<file path="config.mk">
export PLATFORM = sky130hd
export DESIGN_NAME = reg_ring_initiator
export DESIGN_NICKNAME = d
export VERILOG_FILES = /design/src/rtl/reg_ring_pkg.sv /design/src/rtl/reg_ring_slice.sv /design/src/rtl/reg_ring_initiator.sv
export SDC_FILE = /design/constraint.sdc
export NUM_CORES = 1
export LEC_CHECK = 0
export BUFFER_PORTS_ARGS = -buffer_cell sky130_fd_sc_hd__buf_2
export CORE_MARGIN = 1.5
export CORE_UTILIZATION = 35
export CTS_CLUSTER_DIAMETER = 100
export DETAILED_ROUTE_END_ITERATION = 6
export PLACE_DENSITY = 0.65
export SLEW_MARGIN = 30
export SYNTH_ARGS = -nofsm -noshare
export SYNTH_HDL_FRONTEND = slang
export SYNTH_SLANG_ARGS = --single-unit
</file>
<file path="constraint.sdc">
create_clock -name clk -period 2.4 [get_ports clk]
set_input_delay 0 -clock clk [delete_from_list [all_inputs] [get_ports clk]]
set_output_delay 0 -clock clk [all_outputs]
set_load 0.02 [all_outputs]
</file>
<file path="src/rtl/reg_ring_pkg.sv">
// reg_ring_pkg: shared state type, widths and constants for the register ring initiator
package reg_ring_pkg;
  typedef enum logic [1:0] {IDLE, ISSUE, WAIT, RESP} state_e;
  localparam logic [31:0] TIMEOUT_DATA = 32'hDEAD_BEEF;
  localparam int DEF_ADDR_WIDTH = 23;
  localparam int DEF_DATA_WIDTH = 32;
  localparam int DEF_SRC_WIDTH = 2;
  localparam int TIMER_WIDTH = 10;
endpackage

</file>
<file path="src/rtl/reg_ring_slice.sv">
// reg_ring_slice: one registered ring stage carrying either forwarded or locally issued fields
module reg_ring_slice #(
  parameter int RW = 60
) (
  input  logic          clk,
  input  logic          rst_n,
  input  logic          load_i,
  input  logic          sel_fwd_i,
  input  logic [RW-1:0] fwd_i,
  input  logic [RW-1:0] loc_i,
  output logic [RW-1:0] ring_o
);
  logic [RW-1:0] ring_q, ring_d;
  // an unloaded stage drives an idle (all-zero) ring cycle
  always_comb ring_d = load_i ? (sel_fwd_i ? fwd_i : loc_i) : '0;
  // stage register
  always_ff @(posedge clk or negedge rst_n)
    if (!rst_n) ring_q <= '0;
    else ring_q <= ring_d;
  assign ring_o = ring_q;
endmodule

</file>
<file path="src/rtl/reg_ring_initiator.sv">
// reg_ring_initiator: master end of the register ring, one outstanding command at a time
module reg_ring_initiator
  import reg_ring_pkg::*;
#(
  parameter int                   ADDR_WIDTH = DEF_ADDR_WIDTH,
  parameter int                   DATA_WIDTH = DEF_DATA_WIDTH,
  parameter int                   SRC_WIDTH  = DEF_SRC_WIDTH,
  parameter logic [SRC_WIDTH-1:0] SRC_ID     = SRC_WIDTH'(1),
  parameter int                   TIMEOUT    = 255
) (
  input  logic                  clk,
  input  logic                  reset,
  input  logic                  cmd_valid,
  output logic                  cmd_rdy,
  input  logic                  cmd_rd_wr_L,
  input  logic [ADDR_WIDTH-1:0] cmd_addr,
  input  logic [DATA_WIDTH-1:0] cmd_data,
  output logic                  rsp_valid,
  input  logic                  rsp_rdy,
  output logic [DATA_WIDTH-1:0] rsp_data,
  output logic                  rsp_err,
  output logic                  rsp_timeout,
  input  logic                  reg_req_in,
  input  logic                  reg_ack_in,
  input  logic                  reg_rd_wr_L_in,
  input  logic [ADDR_WIDTH-1:0] reg_addr_in,
  input  logic [DATA_WIDTH-1:0] reg_data_in,
  input  logic [SRC_WIDTH-1:0]  reg_src_in,
  output logic                  reg_req_out,
  output logic                  reg_ack_out,
  output logic                  reg_rd_wr_L_out,
  output logic [ADDR_WIDTH-1:0] reg_addr_out,
  output logic [DATA_WIDTH-1:0] reg_data_out,
  output logic [SRC_WIDTH-1:0]  reg_src_out
);
  localparam int RW = 3 + ADDR_WIDTH + DATA_WIDTH + SRC_WIDTH;
  state_e                 state_q, state_d;
  logic                   rd_wr_q, rd_wr_d;
  logic [ADDR_WIDTH-1:0]  addr_q, addr_d;
  logic [DATA_WIDTH-1:0]  data_q, data_d;
  logic [TIMER_WIDTH-1:0] timer_q, timer_d;
  logic [DATA_WIDTH-1:0]  rsp_data_q, rsp_data_d;
  logic                   rsp_err_q, rsp_err_d, rsp_to_q, rsp_to_d;
  logic                   fwd, own, launch;
  logic [RW-1:0]          ring;
  assign fwd = reg_req_in && reg_src_in != SRC_ID;
  assign own = reg_req_in && reg_src_in == SRC_ID;
  // any incoming request (foreign or stray own tag) occupies the next output cycle
  assign launch = state_q == ISSUE && !reg_req_in;
  assign cmd_rdy = state_q == IDLE;
  assign rsp_valid = state_q == RESP;
  assign rsp_data = rsp_data_q;
  assign rsp_err = rsp_err_q;
  assign rsp_timeout = rsp_to_q;
  // command latch, launch, return matching and timeout
  always_comb begin
    state_d = state_q;
    rd_wr_d = rd_wr_q;
    addr_d = addr_q;
    data_d = data_q;
    timer_d = timer_q;
    rsp_data_d = rsp_data_q;
    rsp_err_d = rsp_err_q;
    rsp_to_d = rsp_to_q;
    case (state_q)
      IDLE: if (cmd_valid) begin
        state_d = ISSUE;
        rd_wr_d = cmd_rd_wr_L;
        addr_d = cmd_addr;
        data_d = cmd_data;
      end
      ISSUE: if (launch) begin
        state_d = WAIT;
        timer_d = '0;
      end
      WAIT: if (own) begin
        state_d = RESP;
        rsp_data_d = reg_data_in;
        rsp_err_d = !reg_ack_in;
        rsp_to_d = 1'b0;
      end else if (timer_q == TIMER_WIDTH'(TIMEOUT)) begin
        state_d = RESP;
        rsp_data_d = DATA_WIDTH'(TIMEOUT_DATA);
        rsp_err_d = 1'b0;
        rsp_to_d = 1'b1;
      end else timer_d = timer_q + 1'b1;
      RESP: if (rsp_rdy) state_d = IDLE;
      default: state_d = IDLE;
    endcase
  end
  // state and response registers
  always_ff @(posedge clk or negedge reset)
    if (!reset) begin
      state_q <= IDLE;
      rd_wr_q <= 1'b0;
      addr_q <= '0;
      data_q <= '0;
      timer_q <= '0;
      rsp_data_q <= '0;
      rsp_err_q <= 1'b0;
      rsp_to_q <= 1'b0;
    end else begin
      state_q <= state_d;
      rd_wr_q <= rd_wr_d;
      addr_q <= addr_d;
      data_q <= data_d;
      timer_q <= timer_d;
      rsp_data_q <= rsp_data_d;
      rsp_err_q <= rsp_err_d;
      rsp_to_q <= rsp_to_d;
    end
  reg_ring_slice #(.RW(RW)) u_out (
    .clk      (clk),
    .rst_n    (reset),
    .load_i   (fwd || launch),
    .sel_fwd_i(fwd),
    .fwd_i    ({reg_req_in, reg_ack_in, reg_rd_wr_L_in, reg_addr_in, reg_data_in, reg_src_in}),
    .loc_i    ({1'b1, 1'b0, rd_wr_q, addr_q, data_q, SRC_ID}),
    .ring_o   (ring)
  );
  assign {reg_req_out, reg_ack_out, reg_rd_wr_L_out, reg_addr_out, reg_data_out, reg_src_out} = ring;
endmodule

</file>
After elaboration in Yosys (flattened, before gate mapping)
Cells that the tools add are included.
{ "op_classes": {"n_addsub": 1, "n_eq_ne": 12, "muxes": 18, "n_reduce_logical": 13} }
{ "ops": {"columns": ["cell", "count"], "rows": [
  ["60-bit two-way mux", 2],
  ["32-bit two-way mux", 2],
  ["10-bit two-way mux", 3],
  ["10-bit case mux with 2 select lines", 1],
  ["10-bit by 1-bit adder with 10-bit output, second input constant", 1],
  ["10-bit by 8-bit == test with 1-bit output, second input constant", 1],
  ["2-bit two-way mux", 5],
  ["2-bit inequality test, second input constant", 4],
  ["2-bit case mux with 4 select lines", 1],
  ["4-bit AND reduction", 2],
  ["2-bit by 1-bit == test with 1-bit output, second input constant", 2],
  ["2-bit == test, second input constant", 2],
  ["1-bit two-way mux", 4],
  ["2-bit by 1-bit inequality test with 1-bit output, second input constant", 2],
  ["2-bit AND reduction", 2],
  ["2-bit nonzero test", 2],
  ["1-bit logical AND", 3],
  ["3-bit inequality test, second input constant", 1],
  ["1-bit zero test", 2],
  ["2-bit zero test", 1],
  ["1-bit logical OR", 1]
]} }
{ "totals": {"ff_bits": 162, "input_bits": 120, "out_inout_bits": 96, "wordCells": 53} }

Logic depth before layout (Yosys ltp)
Gate-level depths: netlist of the first run.
{ "depth": {"word_depth": 4, "mapped_depth": 7, "depth_no_buf": 6} }

Cells and area by module
A second synthesis of the first run with hierarchy kept.
{ "hier_totals": {"cells_unflattened": 544, "area_unflattened_um2": 6824.0} }
{ "modules_own_cells": {"columns": ["module", "instances", "cells_each", "area_each_um2"], "rows": [
  ["reg_ring_initiator", 1, 351, 4222.8],
  ["reg_ring_slice", 1, 193, 2601.2]
]} }

Worst setup path before layout of the first run
OpenSTA, ideal clock, no wires.
{ "synth_timing": {"path_kind": "register to register", "startpoint": "reg state_q[0]", "endpoint": "reg addr_q[0]", "setup_time_ns": 0.125, "t_arrival_ns": 1.869, "required_time_ns": 2.275, "slack_ns": 0.406, "path_stages_with_launch": 7, "n_path_buf": 2, "path_cell_list": "dfrtp_1 > inv_1 > ha_1 > nand2_1 > clkbuf_1 > clkbuf_1 > mux2_2"} }
{ "synth_between": {"elab_chain_len": 2} }
{ "synth_lines": {"columns": ["element", "line_no", "rtl"], "rows": [
  ["start: declaration", "reg_ring_initiator.sv:37", "state_e state_q, state_d;"],
  ["start signal: assignment", "reg_ring_initiator.sv:103", "state_q <= state_d;"],
  ["2-bit zero test", null, null],
  ["named net cmd_rdy", "reg_ring_initiator.sv:14", "output logic cmd_rdy,"],
  ["2-bit AND reduction (no source line)", null, null],
  ["end signal: assignment", "reg_ring_initiator.sv:105", "addr_q <= addr_d;"],
  ["end: declaration", "reg_ring_initiator.sv:39", "logic [ADDR_WIDTH-1:0] addr_q, addr_d;"]
]} }
The timed path passes the listed nets, and every way through them passes these cells.
A chain may end at the register's enable or synchronous reset.

Worst setup path after layout of the first run
{ "layout_timing": {"startpoint": "reg state_q[0]", "endpoint": "reg timer_q[4]"} }
{ "layout_between": {"elab_chain_len": 4, "word_cells_on_any_way": 9, "cone_classes": "eq/ne (5); mux (1); reduce/logical (3)"} }
{ "layout_lines": {"columns": ["element", "line_no", "rtl"], "rows": [
  ["2-bit by 1-bit == test with 1-bit output", "reg_ring_initiator.sv:49, reg_ring_initiator.sv:65", null],
  ["1-bit logical AND", "reg_ring_initiator.sv:49", "assign launch = state_q == ISSUE && !reg_req_in;"],
  ["2-bit inequality test (no source line)", null, null],
  ["4-bit AND reduction (no source line)", null, null],
  ["end signal: assignment", "reg_ring_initiator.sv:107", "timer_q <= timer_d;"],
  ["end: declaration", "reg_ring_initiator.sv:41", "logic [TIMER_WIDTH-1:0] timer_q, timer_d;"]
]} }
Parallel ways exist; a longest one is shown, timed or not.

==> parameters.txt, run 1 <==
Parameter                              Value

CTS
  Number of gates resized after cts ... 0
  Source-to-sink clock delay at the later pin of the worst-skew pair ... 0.41 ns
  CTS Buffer Depth ... 2
  Clock-pin slew on the worst setup and hold paths ... about 0.06 ns
  TritonCTS clock tree ... done
  Clock root buffer ... clkbuf_16
  TritonCTS buffer count ... 17
  Clock sink total ... 162
  Number of H-tree branching levels ... 4

Global route
  GRT Total Usage ... 18.6%
  Vias in the first global route ... 5239
  Initial antenna violation count ... 0
  Grt met2 use ... 33.3%
  Global routing met1 resource utilization ... approximately a fifth
  Grt total ovfl ... 0
  Maximum number of pins on one net before global-route repair ... 78
  Gr busiest metal ... met2
  Global-route wire length before repair ... 26.3 mm
  Met3 track demand over resource in global routing ... 5.97%

Synth
  Async S/R FF share, synth ... 100%
  Most area-consuming cells after synthesis ... dfrtp_1 66%, mux2_2 10%, a22o_1 9.5%, o22a_1 2.8%, ha_1 1.2%
  Biggest area consumer among synthesized cells ... dfrtp_1
  Average cell area after synthesis ... 14.8 µm²
  Part of the Yosys area used for sequential elements ... between 60% and 70%
  Count of flip-flops with a built-in enable after synthesis ... 0
  Number of synthesized register bits ... 162
  Main synth FF type ... dfrtp_1
  Synth warnings ... 0
  Mapped cell area ... 0.00619 mm²
  Number of standard cells after synthesis ... around 420
  Unique masters post-synth ... 41
  Mapped Nets ... 545
  Share of Yosys cell area claimed by the top area cell type ... 65.5%

STA
  Setup TNS ... 0 ns
  Max Transition Viols Final ... 0
  Final Skew ... 0.0112 ns
  Final worst path period share ... around 88%
  Worst slack on hold paths ... ~0.17 ns
  Pin slew with the least headroom to its limit ... 0.814 ns
  Setup repair after global routing missed its margin ... false
  Number of setup violations in the final report ... 0
  Shortest clock period the worst path allows after layout ... 2.12 ns
  Peak clock frequency supported by timing ... 0.471 GHz
  Number of endpoints with negative hold slack in the final report ... 0
  Worst max-slew margin expressed relative to the limit ... between 40 and 50%

Floorplan
  Boundary Pins ... ~220
  Number of cell rows ... 48
  Height of the chip ... between 100 and 150 µm
  Initial core utilization ... a little over a third
  Area of the core region ... 0.0173 mm²
  Area of the die ... 0.0185 mm²
  Horiz. Die Dim ... ~140 µm

Finish
  Fill cell instance count of the final layout ... 1430
  Post-route cell area ... 0.00937 mm²
  Share of final-layout standard cells stronger than drive strength 1 ... 42.8%
  Synthesis-to-finish area growth ... 51.4%
  Count of inserted antenna diode cells ... 0
  Fin cells ... 996
  Final #Nets ... between 800 and 900

Critical path
  Critical Path Sink Type ... flip-flop
  Bufs and invs on worst path ... 3
  CP max-delay cell ... dfrtp_1
  Critical path data required time ... 2.70 ns
  Cell-by-cell trace of the critical path ... inv_1 -> ha_1 -> inv_2 -> nor4b_4 -> buf_4 -> nor3_1 -> a22o_1
  Depth of the most critical reg-to-reg path ... 7
  Startpoint type of the worst setup path ... flip-flop
  Slowest cell delay on critical path ... 0.41 ns
  Arr. time, crit path ... 2.42 ns
  Number of cells on the critical path ... 7
  CP Max Fanout ... 9
  Critical path's top delay family ... buffers and inverters
  Critical path class ... reg2reg

Placed design
  Total cell area at the placement stage ... 0.00760 mm²
  Count of placed standard cells including taps ... 848
  Half-perimeter wire length of the detailed placement result ... 11.1 mm
  Count of input and output buffers ... between 200 and 250
  Gpl congestion ... 0.847

Drt
  Antenna-violating nets left ... 0
  Wire length reported by the detailed router ... 17.2 mm
  Routed length per instance ... 17.3 µm
  DRC marker count from the first detailed-route iteration ... 174
  Number of design rule violations left after detail routing ... 0
  Vias post-DR ... just under 5000
  Number of iterations in the first detailed-routing pass ... 6
  Number of vias per cell ... 4.93

Job
  Max-capacitance violation count ... 0

Power and ir drop
  LEAKAGE ... 0.00451 µW
  Maximum resistive drop on vdd ... a little over 500 µV
  Power Dens Cells ... 1100 mW/mm²

Outcome
  Run status ... finished, final reports clean

Min path
  Class of the tightest hold or removal check ... in2reg
  Instance count along the most critical hold path ... 3
==> metrics by stage <==
stage	total power (µW)	worst slack (ns)	util, %
6_report	10300	0.278	54.1
5_1_grt	10900	0.143	54.1
4_1_cts	10400	0.290	54.1
3_5_place_dp	7460	0.301	43.9
3_3_place_gp	7280	0.431	43.9
2_1_floorplan	6270	0.406	-
==> cell usage after synthesis, types with 4 or more instances <==
| cell type | count |
|---|---|
| a22o_1 | 67 |
| clkbuf_1 | 18 |
| dfrtp_1 | 162 |
| ha_1 | 6 |
| inv_1 | 5 |
| mux2_2 | 56 |
| nand2_1 | 8 |
| nand3_1 | 8 |
| nor2_1 | 8 |
| nor3_1 | 6 |
| o21ai_0 | 10 |
| o22a_1 | 20 |
| o22a_2 | 4 |
==> registers in the layout (all words and copies together) (netlist names) <==
register	count
rsp_err	1
state_q	2
addr_q	23
timer_q	10
rsp_data	32
data_q	32
rsp_timeout	1
rd_wr_q	1
u_out.ring_o	60
==> layout make-up <==
type                            instances  area (µm²)  share of cell area, %
Sequential cell                       162        4050                   43.3
Timing Repair Buffer                  346        2410                   25.7
Multi-Input combinational cell        226        2000                   21.4
Clock buffer                           19         443                   4.73
Tap cell                              225         282                   3.01
Clock inverter                         12         155                   1.66
Inverter                                6        22.5                  0.240
==> cell usage in the layout (no fill, tap or decap), types with 4 or more instances in the layout <==
| cell | instances |
|---|---|
| dfrtp_1 | 162 |
| o21ai_0 | 10 |
| nor2_1 | 8 |
| ha_1 | 6 |
| buf_4 | 10 |
| o22a_1 | 20 |
| buf_12 | 4 |
| mux2_2 | 56 |
| buf_2 | 214 |
| dlygate4sd3_1 | 117 |
| nor3_1 | 6 |
| a22o_1 | 67 |
| nand3_1 | 8 |
| clkbuf_16 | 17 |
| o22a_2 | 4 |
| inv_1 | 5 |
| nand2_1 | 7 |
==> where the power goes <==
group / leakage [µW] / internal (µW) / switching [µW] / total [µW]
Clock: 0.000290 / 1670 / 1090 / 2750
Combinational: 0.00224 / 1530 / 1780 / 3310
Sequential: 0.00198 / 3740 / 524 / 4260
==> repair_timing <==
action                    CTS  global route
hold buffers              117             0
hold endpoints to repair  222             0
buffers inserted            0             0
==> routing by layer <==
| metal | up-vias | routed length (µm) | part of all wire (%) |
|---|---|---|---|
| li1 | 2243 | - | - |
| met1 | 2446 | 6880 | 40 |
| met2 | 191 | 8810 | 51 |
| met3 | 34 | 1120 | 6.5 |
| met4 | 0 | 394 | 2.3 |
| met5 | - | 0 | 0 |
==> kinds of logic after synthesis <==
group	share of synthesized area, %
multiplexers	10.4
buffers and inverters	2.33
flip-flops	65.5
XOR/XNOR	0.142
AND/OR/NAND/NOR	4.57
AO/OA/AOI/OAI	15.9
adder cells (fa/ha/maj)	1.21
==> worst min-delay path: cells and delay by family <==
family	cells	cell delay [ns]
buffers and inverters	1	0.10
AO/OA/AOI/OAI	2	0.45
==> path summary, 6_finish.rpt <==
check / start / endpoint / slack (ns)
max in group asynchronous: reset / rsp_data[14]$_DFFE_PN0P_ / 1.48
hold / removal: rsp_rdy / state_q[0]$_DFFE_PN0P_ / 0.17
setup reg to reg: state_q[0]$_DFFE_PN0P_ / timer_q[4]$_DFFE_PN0P_ / 0.28
hold reg to reg: data_q[17]$_DFFE_PN0P_ / u_out.ring_o[19]$_DFF_PN0_ / 0.48
setup / recovery: state_q[0]$_DFFE_PN0P_ / timer_q[4]$_DFFE_PN0P_ / 0.28
min in group asynchronous: reset / rsp_data[10]$_DFFE_PN0P_ / 0.18
Power figures use the tool's default switching activity.
==> run 2: changes to the inputs <==
--- a/config.mk
+++ b/config.mk
@@ -7,10 +7,10 @@
 export LEC_CHECK = 0
 export BUFFER_PORTS_ARGS = -buffer_cell sky130_fd_sc_hd__buf_2
 export CORE_MARGIN = 1.5
-export CORE_UTILIZATION = 35
+export CORE_UTILIZATION = 50
 export CTS_CLUSTER_DIAMETER = 100
 export DETAILED_ROUTE_END_ITERATION = 6
-export PLACE_DENSITY = 0.65
+export PLACE_DENSITY = 0.86
 export SLEW_MARGIN = 30
 export SYNTH_ARGS = -nofsm -noshare
 export SYNTH_HDL_FRONTEND = slang
==> run 2 against run 1 <==
Net effect:
- sequential share of layout area up 0.36 points
- register-to-register slack worse by 0.05 ns
- combinational power about the same
- die area down 29%
- setup slack worse by 0.046 ns
- clock skew down 0.0028 ns
- first-iteration DRC count up 150%
- wire length up 8.7%
- total power down 0.28%
- global-route usage up 11 points
- worst hold slack worse by 0.052 ns
- critical path type unchanged
- critical endpoint is now rsp_data[20]$_DFFE_PN0P_
- largest power group unchanged
==> parameters.txt, run 2 (synthesis gave the netlist of run 1 again) <==
Parameter                              Value

Outcome
  Run status ... finished, final reports clean

Floorplan
  Number of cell rows ... 40
  Initial core utilization ... 51.3%
  Area of the die ... 0.0131 mm²
  Height of the chip ... 114 µm
  Area of the core region ... 0.0121 mm²
  Horiz. Die Dim ... 114 µm
  Boundary Pins ... roughly 220

Finish
  Share of final-layout standard cells stronger than drive strength 1 ... 42.8%
  Fin cells ... 945
  Max FFs per register ... 60
  Final #Nets ... 889
  Post-route cell area ... 0.00929 mm²
  Post-layout util ... 77.0%
  Synthesis-to-finish area growth ... 50.1%
  Most frequent cells in the layout ... 214 x buf_2, 162 x dfrtp_1, 118 x dlygate4sd3_1
  Commonest non-fill, non-tap cell in the layout ... buf_2

Critical path
  Flop-to-flop setup slack ... 0.23 ns
  Reg-to-reg endpoint ... rsp_data[20]$_DFFE_PN0P_
  Cell-by-cell trace of the critical path ... inv_1 -> ha_1 -> inv_2 -> nor4b_4 -> nor2_1 -> a22o_1
  Startpoint type of the worst setup path ... flip-flop
  Bufs and invs on worst path ... 2
  Critical path class ... reg2reg
  Startpoint of the worst-slack reg-to-reg timing path ... state_q[0]$_DFFE_PN0P_
  Worst setup path endpoint ... rsp_data[20]$_DFFE_PN0P_
  Depth of the most critical reg-to-reg path ... 6
  Critical path's top delay family ... simple AND/OR/NAND/NOR gates
  CP Max Fanout ... 9
  CP max-delay cell ... nor4b_4
  Arr. time, crit path ... between 2 and 2.5 ns
  Critical Path Sink Type ... flip-flop
  Critical path data required time ... around 2.7 ns
  Slowest cell delay on critical path ... 0.44 ns
  Number of cells on the critical path ... 6
  Worst setup path startpoint ... state_q[0]$_DFFE_PN0P_

Drt
  Wire length reported by the detailed router ... 18.7 mm
  Number of iterations in the first detailed-routing pass ... 4
  DRC marker count from the first detailed-route iteration ... around 430
  Number of design rule violations left after detail routing ... 0
  Vias post-DR ... 5042
  Antenna-violating nets left ... 0
  Number of vias per cell ... between 5 and 6
  Routed length per instance ... 19.8 µm

Power and ir drop
  Cell Int Power ... roughly 6900 µW
  Part of the total power dissipated in combinational logic ... 32.2%
  Seq pwr share ... between 40% and 50%
  Pwr Total ... between 10000 and 15000 µW
  Clock power share ... 25.9%
  Switching component of the power ... between 3000 and 4000 µW
  Switching part of the total ... 33.4%
  Power Dens Cells ... 1110 mW/mm²
  LEAKAGE ... 0.00452 µW
  Maximum resistive drop on vdd ... 798 µV

CTS
  Clock sink total ... between 150 and 200
  Clock root buffer ... clkbuf_16
  Number of gates resized after cts ... 0
  Clock-pin slew on the worst setup and hold paths ... roughly 0.06 ns
  TritonCTS clock tree ... done
  Number of H-tree branching levels ... 4
  TritonCTS buffer count ... 17
  CTS Buffer Depth ... 2
  Source-to-sink clock delay at the later pin of the worst-skew pair ... 0.41 ns

Global route
  Global-route wire length before repair ... 28.4 mm
  Maximum number of pins on one net before global-route repair ... between 70 and 80
  Initial antenna violation count ... 1
  Grt total ovfl ... 0
  Vias in the first global route ... 5489
  GRT Total Usage ... 29.2%

STA
  Pin slew with the least headroom to its limit ... ~0.78 ns
  Worst max-slew margin expressed relative to the limit ... a little under half
  Shortest clock period the worst path allows after layout ... 2.17 ns
  Setup TNS ... 0 ns
  Final worst path period share ... 90.3%
  Setup repair after global routing missed its margin ... false
  Number of endpoints with negative hold slack in the final report ... 0
  Peak clock frequency supported by timing ... 0.461 GHz
  Number of setup violations in the final report ... 0
  Max Transition Viols Final ... 0
  Final Skew ... 0.00844 ns

Min path
  Class of the tightest hold or removal check ... in2reg
  Instance count along the most critical hold path ... 3

Placed design
  Count of placed standard cells including taps ... 791
  Gpl congestion ... 0.833
  Total cell area at the placement stage ... roughly 0.0075 mm²
  Count of input and output buffers ... 215
  Half-perimeter wire length of the detailed placement result ... 10.5 mm

Job
  Max-capacitance violation count ... 0
## run 2: cell count changes in the layout (fill, tap and decap cells not counted)
cell	delta
dlygate4sd3_1	+1
buf_4	+5
clkinvlp_4	-1
clkbuf_8	+2
buf_12	-2
diode_2	+2
clkbuf_1	+1
bufinv_16	-1
inv_6	-2
clkinv_2	+1
## run 2: routing by layer
metal	global-route usage (%)	share of wire [%]	vias up
li1	-	-	2246
met3	7.25	5.7	58
met2	51.2	53	224
met4	16.1	4.4	0
met5	0	0	-
met1	32.7	37	2514
## run 2: how the worst min path moves through the flow
stage / from / slack, ns / to
after floorplan: reset / -0.30 / addr_q[0]$_DFFE_PN0P_
after global placement: reset / 0.05 / u_out.ring_o[49]$_DFF_PN0_
after detailed placement: reset / 0.06 / u_out.ring_o[52]$_DFF_PN0_
after CTS: rsp_rdy / 0.1 / state_q[0]$_DFFE_PN0P_
after global routing: rsp_rdy / 0.16 / state_q[0]$_DFFE_PN0P_
final: rsp_rdy / 0.12 / state_q[0]$_DFFE_PN0P_
## run 2: cell type report
type	instances	area [µm²]
Clock buffer	22	474
Sequential cell	162	4050
Timing Repair Buffer	350	2420
Clock inverter	9	105
Multi-Input combinational cell	226	2000
Antenna cell	2	5.00
Tap cell	168	210
Inverter	6	22.5
Fill cell	675	2770
## run 2: worst register-to-register path, delay by kind of cell (launching register included)
family                     cells  cell delay, ns
and+or+nand+nor                2            0.71
DFF                            1            0.41
adders and majority gates      1            0.37
buffers and inverters          2            0.29
AOI/OAI and AO/OA              1            0.26
## run 2: power groups by stage
stage / Combinational (µW) / Clock (µW) / Sequential, µW
global route: 3550 / 2840 / 4410
global placement: 2980 / 0 / 4230
CTS: 3250 / 2680 / 4250
floorplan: 1490 / 0 / 4780
detailed placement: 3090 / 0 / 4290
finish: 3320 / 2660 / 4310
## run 2: repair_timing
item	4_1_cts	5_1_grt
hold endpoints to repair	217	0
setup buffers	0	3
setup endpoints to repair	0	9
hold buffers	118	0
## run 2: metrics by stage
| step | hold slack, ns | setup slack, ns |
|---|---|---|
| 2_1_floorplan | -0.296 | 0.406 |
| 3_3_place_gp | 0.0488 | 0.268 |
| 3_5_place_dp | 0.0610 | 0.0881 |
| 4_1_cts | 0.0999 | 0.0725 |
| 5_1_grt | 0.160 | 0.109 |
| 6_report | 0.116 | 0.232 |
==> run 3: changes to the inputs <==
--- a/config.mk
+++ b/config.mk
@@ -6,6 +6,7 @@
 export NUM_CORES = 1
 export LEC_CHECK = 0
 export BUFFER_PORTS_ARGS = -buffer_cell sky130_fd_sc_hd__buf_2
+export CORE_ASPECT_RATIO = 1.5
 export CORE_MARGIN = 1.5
 export CORE_UTILIZATION = 50
 export CTS_CLUSTER_DIAMETER = 100
==> run 3 against run 2 <==
Net effect:
- global-route usage increased by 1.1 points
- largest power group unchanged
- maximum frequency decreased by 0.60%
- cell count decreased by 2.0%
- clock-buffer cell count decreased by 4
- utilization increased by 0.15 points
- critical path type unchanged
==> parameters.txt, run 3 (synthesis gave the netlist of run 1 again) <==
Parameter                              Value

Drt
  Number of iterations in the first detailed-routing pass ... 6
  Number of design rule violations left after detail routing ... 0
  Antenna-violating nets left ... 0
  DRC marker count from the first detailed-route iteration ... 231
  Wire length reported by the detailed router ... ~19 mm
  Routed length per instance ... 20.5 µm
  Number of vias per cell ... 5.57
  Vias post-DR ... approximately 5200

Critical path
  Reg-to-reg endpoint ... rsp_data[4]$_DFFE_PN0P_
  Startpoint type of the worst setup path ... flip-flop
  Slowest cell delay on critical path ... between 0.4 and 0.5 ns
  Arr. time, crit path ... about 2.5 ns
  CP max-delay cell ... nor4b_4
  Critical path's top delay family ... simple AND/OR/NAND/NOR gates
  Critical Path Sink Type ... flip-flop
  Bufs and invs on worst path ... 2
  Cell-by-cell trace of the critical path ... inv_1 -> ha_1 -> inv_2 -> nor4b_4 -> nor2_1 -> a22o_1
  CP Max Fanout ... 9
  Critical path class ... reg2reg
  Critical path data required time ... 2.69 ns
  Flop-to-flop setup slack ... 0.22 ns
  Depth of the most critical reg-to-reg path ... 6
  Startpoint of the worst-slack reg-to-reg timing path ... state_q[0]$_DFFE_PN0P_

Floorplan
  Initial core utilization ... 51.5%
  Boundary Pins ... 216
  Height of the chip ... 139 µm
  Horiz. Die Dim ... 93.8 µm
  Area of the core region ... 0.0120 mm²
  Area of the die ... 0.0131 mm²
  Number of cell rows ... 49

CTS
  Post-CTS setup buffer count ... 0
  Number of H-tree branching levels ... 4
  Clock-pin slew on the worst setup and hold paths ... 0.06 ns
  TritonCTS clock tree ... done
  CTS Buffer Depth ... 2
  Clock sink total ... 162
  Source-to-sink clock delay at the later pin of the worst-skew pair ... 0.43 ns
  TritonCTS buffer count ... 17
  Number of buffers inserted for hold repair after clock tree synthesis ... 117
  Number of gates resized after cts ... 0
  Clock root buffer ... clkbuf_16

STA
  Peak clock frequency supported by timing ... 0.458 GHz
  Setup repair after global routing missed its margin ... false
  Worst-case setup margin in the final layout ... 0.219 ns
  Final worst path period share ... between 90% and 100%
  Pin slew with the least headroom to its limit ... 0.729 ns
  Shortest clock period the worst path allows after layout ... 2.18 ns
  Number of setup violations in the final report ... 0
  Max Transition Viols Final ... 0
  Final Skew ... 0.0219 ns
  Worst max-slew margin expressed relative to the limit ... 51.2%
  Number of endpoints with negative hold slack in the final report ... 0
  Setup TNS ... 0 ns

Min path
  Class of the tightest hold or removal check ... in2async

Global route
  GRT Total Usage ... between 30% and 40%
  Grt total ovfl ... 0
  Global-route wire length before repair ... approximately 30 mm
  Initial antenna violation count ... 1
  Maximum number of pins on one net before global-route repair ... 75
  Vias in the first global route ... 5900

Job
  Max-capacitance violation count ... 0

Finish
  Most frequent cells in the layout ... 214 x buf_2, 162 x dfrtp_1, 117 x dlygate4sd3_1
  Commonest non-fill, non-tap cell in the layout ... buf_2
  Share of final-layout standard cells stronger than drive strength 1 ... a little over two fifths
  Final #Nets ... approximately 900
  Fin cells ... 926
  Synthesis-to-finish area growth ... 49.8%
  Max FFs per register ... 60

Power and ir drop
  Maximum resistive drop on vdd ... 681 µV
  Pwr Total ... 10500 µW
  Power Dens Cells ... around 1100 mW/mm²
  LEAKAGE ... approximately 0.0045 µW

Placed design
  Gpl congestion ... 0.875
  Half-perimeter wire length of the detailed placement result ... approximately 11 mm
  Setup slack after placement ... between 0.2 and 0.3 ns
  Count of input and output buffers ... 215
  Count of placed standard cells including taps ... 776

Outcome
  Run status ... finished, final reports clean
[run 3: changes by cell type in the layout (fill, tap and decap cells not counted), sizes merged]
cell / delta
inv: +7
clkinv: -3
dlygate4sd3: -1
buf: -3
clkinvlp: +1
clkbuf: -4
diode: -1
[run 3: per-layer routing]
| layer | track usage [%] | wire length, µm | vias up |
|---|---|---|---|
| met5 | 0 | 0 | - |
| met4 | 19.4 | 954 | 0 |
| met3 | 7.05 | 1230 | 78 |
| met2 | 51.8 | 10200 | 285 |
| met1 | 32.9 | 6520 | 2544 |
| li1 | - | - | 2247 |
[run 3: worst max-delay path by stage]
| stage | from | endpoint | slack [ns] | cells after the start |
|---|---|---|---|---|
| CTS | state_q[0]$_DFFE_PN0P_ | rsp_data[20]$_DFFE_PN0P_ | 0.24 | 6 |
| detailed placement | state_q[0]$_DFFE_PN0P_ | rsp_data[20]$_DFFE_PN0P_ | 0.26 | 6 |
| global placement | timer_q[0]$_DFFE_PN0P_ | rsp_data[0]$_DFFE_PN0P_ | 0.39 | 6 |
| floorplan | state_q[0]$_DFFE_PN0P_ | addr_q[0]$_DFFE_PN0P_ | 0.41 | 6 |
| finish | state_q[0]$_DFFE_PN0P_ | rsp_data[4]$_DFFE_PN0P_ | 0.22 | 6 |
| global route | state_q[0]$_DFFE_PN0P_ | rsp_data[20]$_DFFE_PN0P_ | 0.11 | 6 |
[run 3: area by class of cell]
class                   count  area, µm²
flip-flops and latches    162       4050
fillers                   708       2750
repair buffers            346       2400
multi-input cells         226       2000
clock buffers              18        439
well taps                 153        191
clock inverters            14        165
inverters                   6       22.5
diodes                      1       2.50
[run 3: worst register-to-register path, cell delays in order, from the launching register on]
cell,delay [ns]
dfrtp_1,0.41
inv_1,0.13
ha_1,0.36
inv_2,0.17
nor4b_4,0.47
nor2_1,0.28
a22o_1,0.25
[run 3: per-stage QoR]
stage / util [%] / cell area (µm²) / hold WS [ns]
floorplan: - / 6190 / -0.296
global placement: 62.4 / 7490 / 0.0249
detailed placement: 62.4 / 7490 / 0.0334
CTS: 77.1 / 9270 / 0.112
global route: 77.2 / 9270 / 0.148
finish: 77.2 / 9270 / 0.134
[run 3: where the power goes]
group / internal, µW / leakage [µW] / switching [µW] / total, µW
registers: 3740 / 0.00198 / 585 / 4320
clock network: 1590 / 0.000291 / 1160 / 2760
logic: 1530 / 0.00223 / 1860 / 3390
total: 6860 / 0.00451 / 3610 / 10500
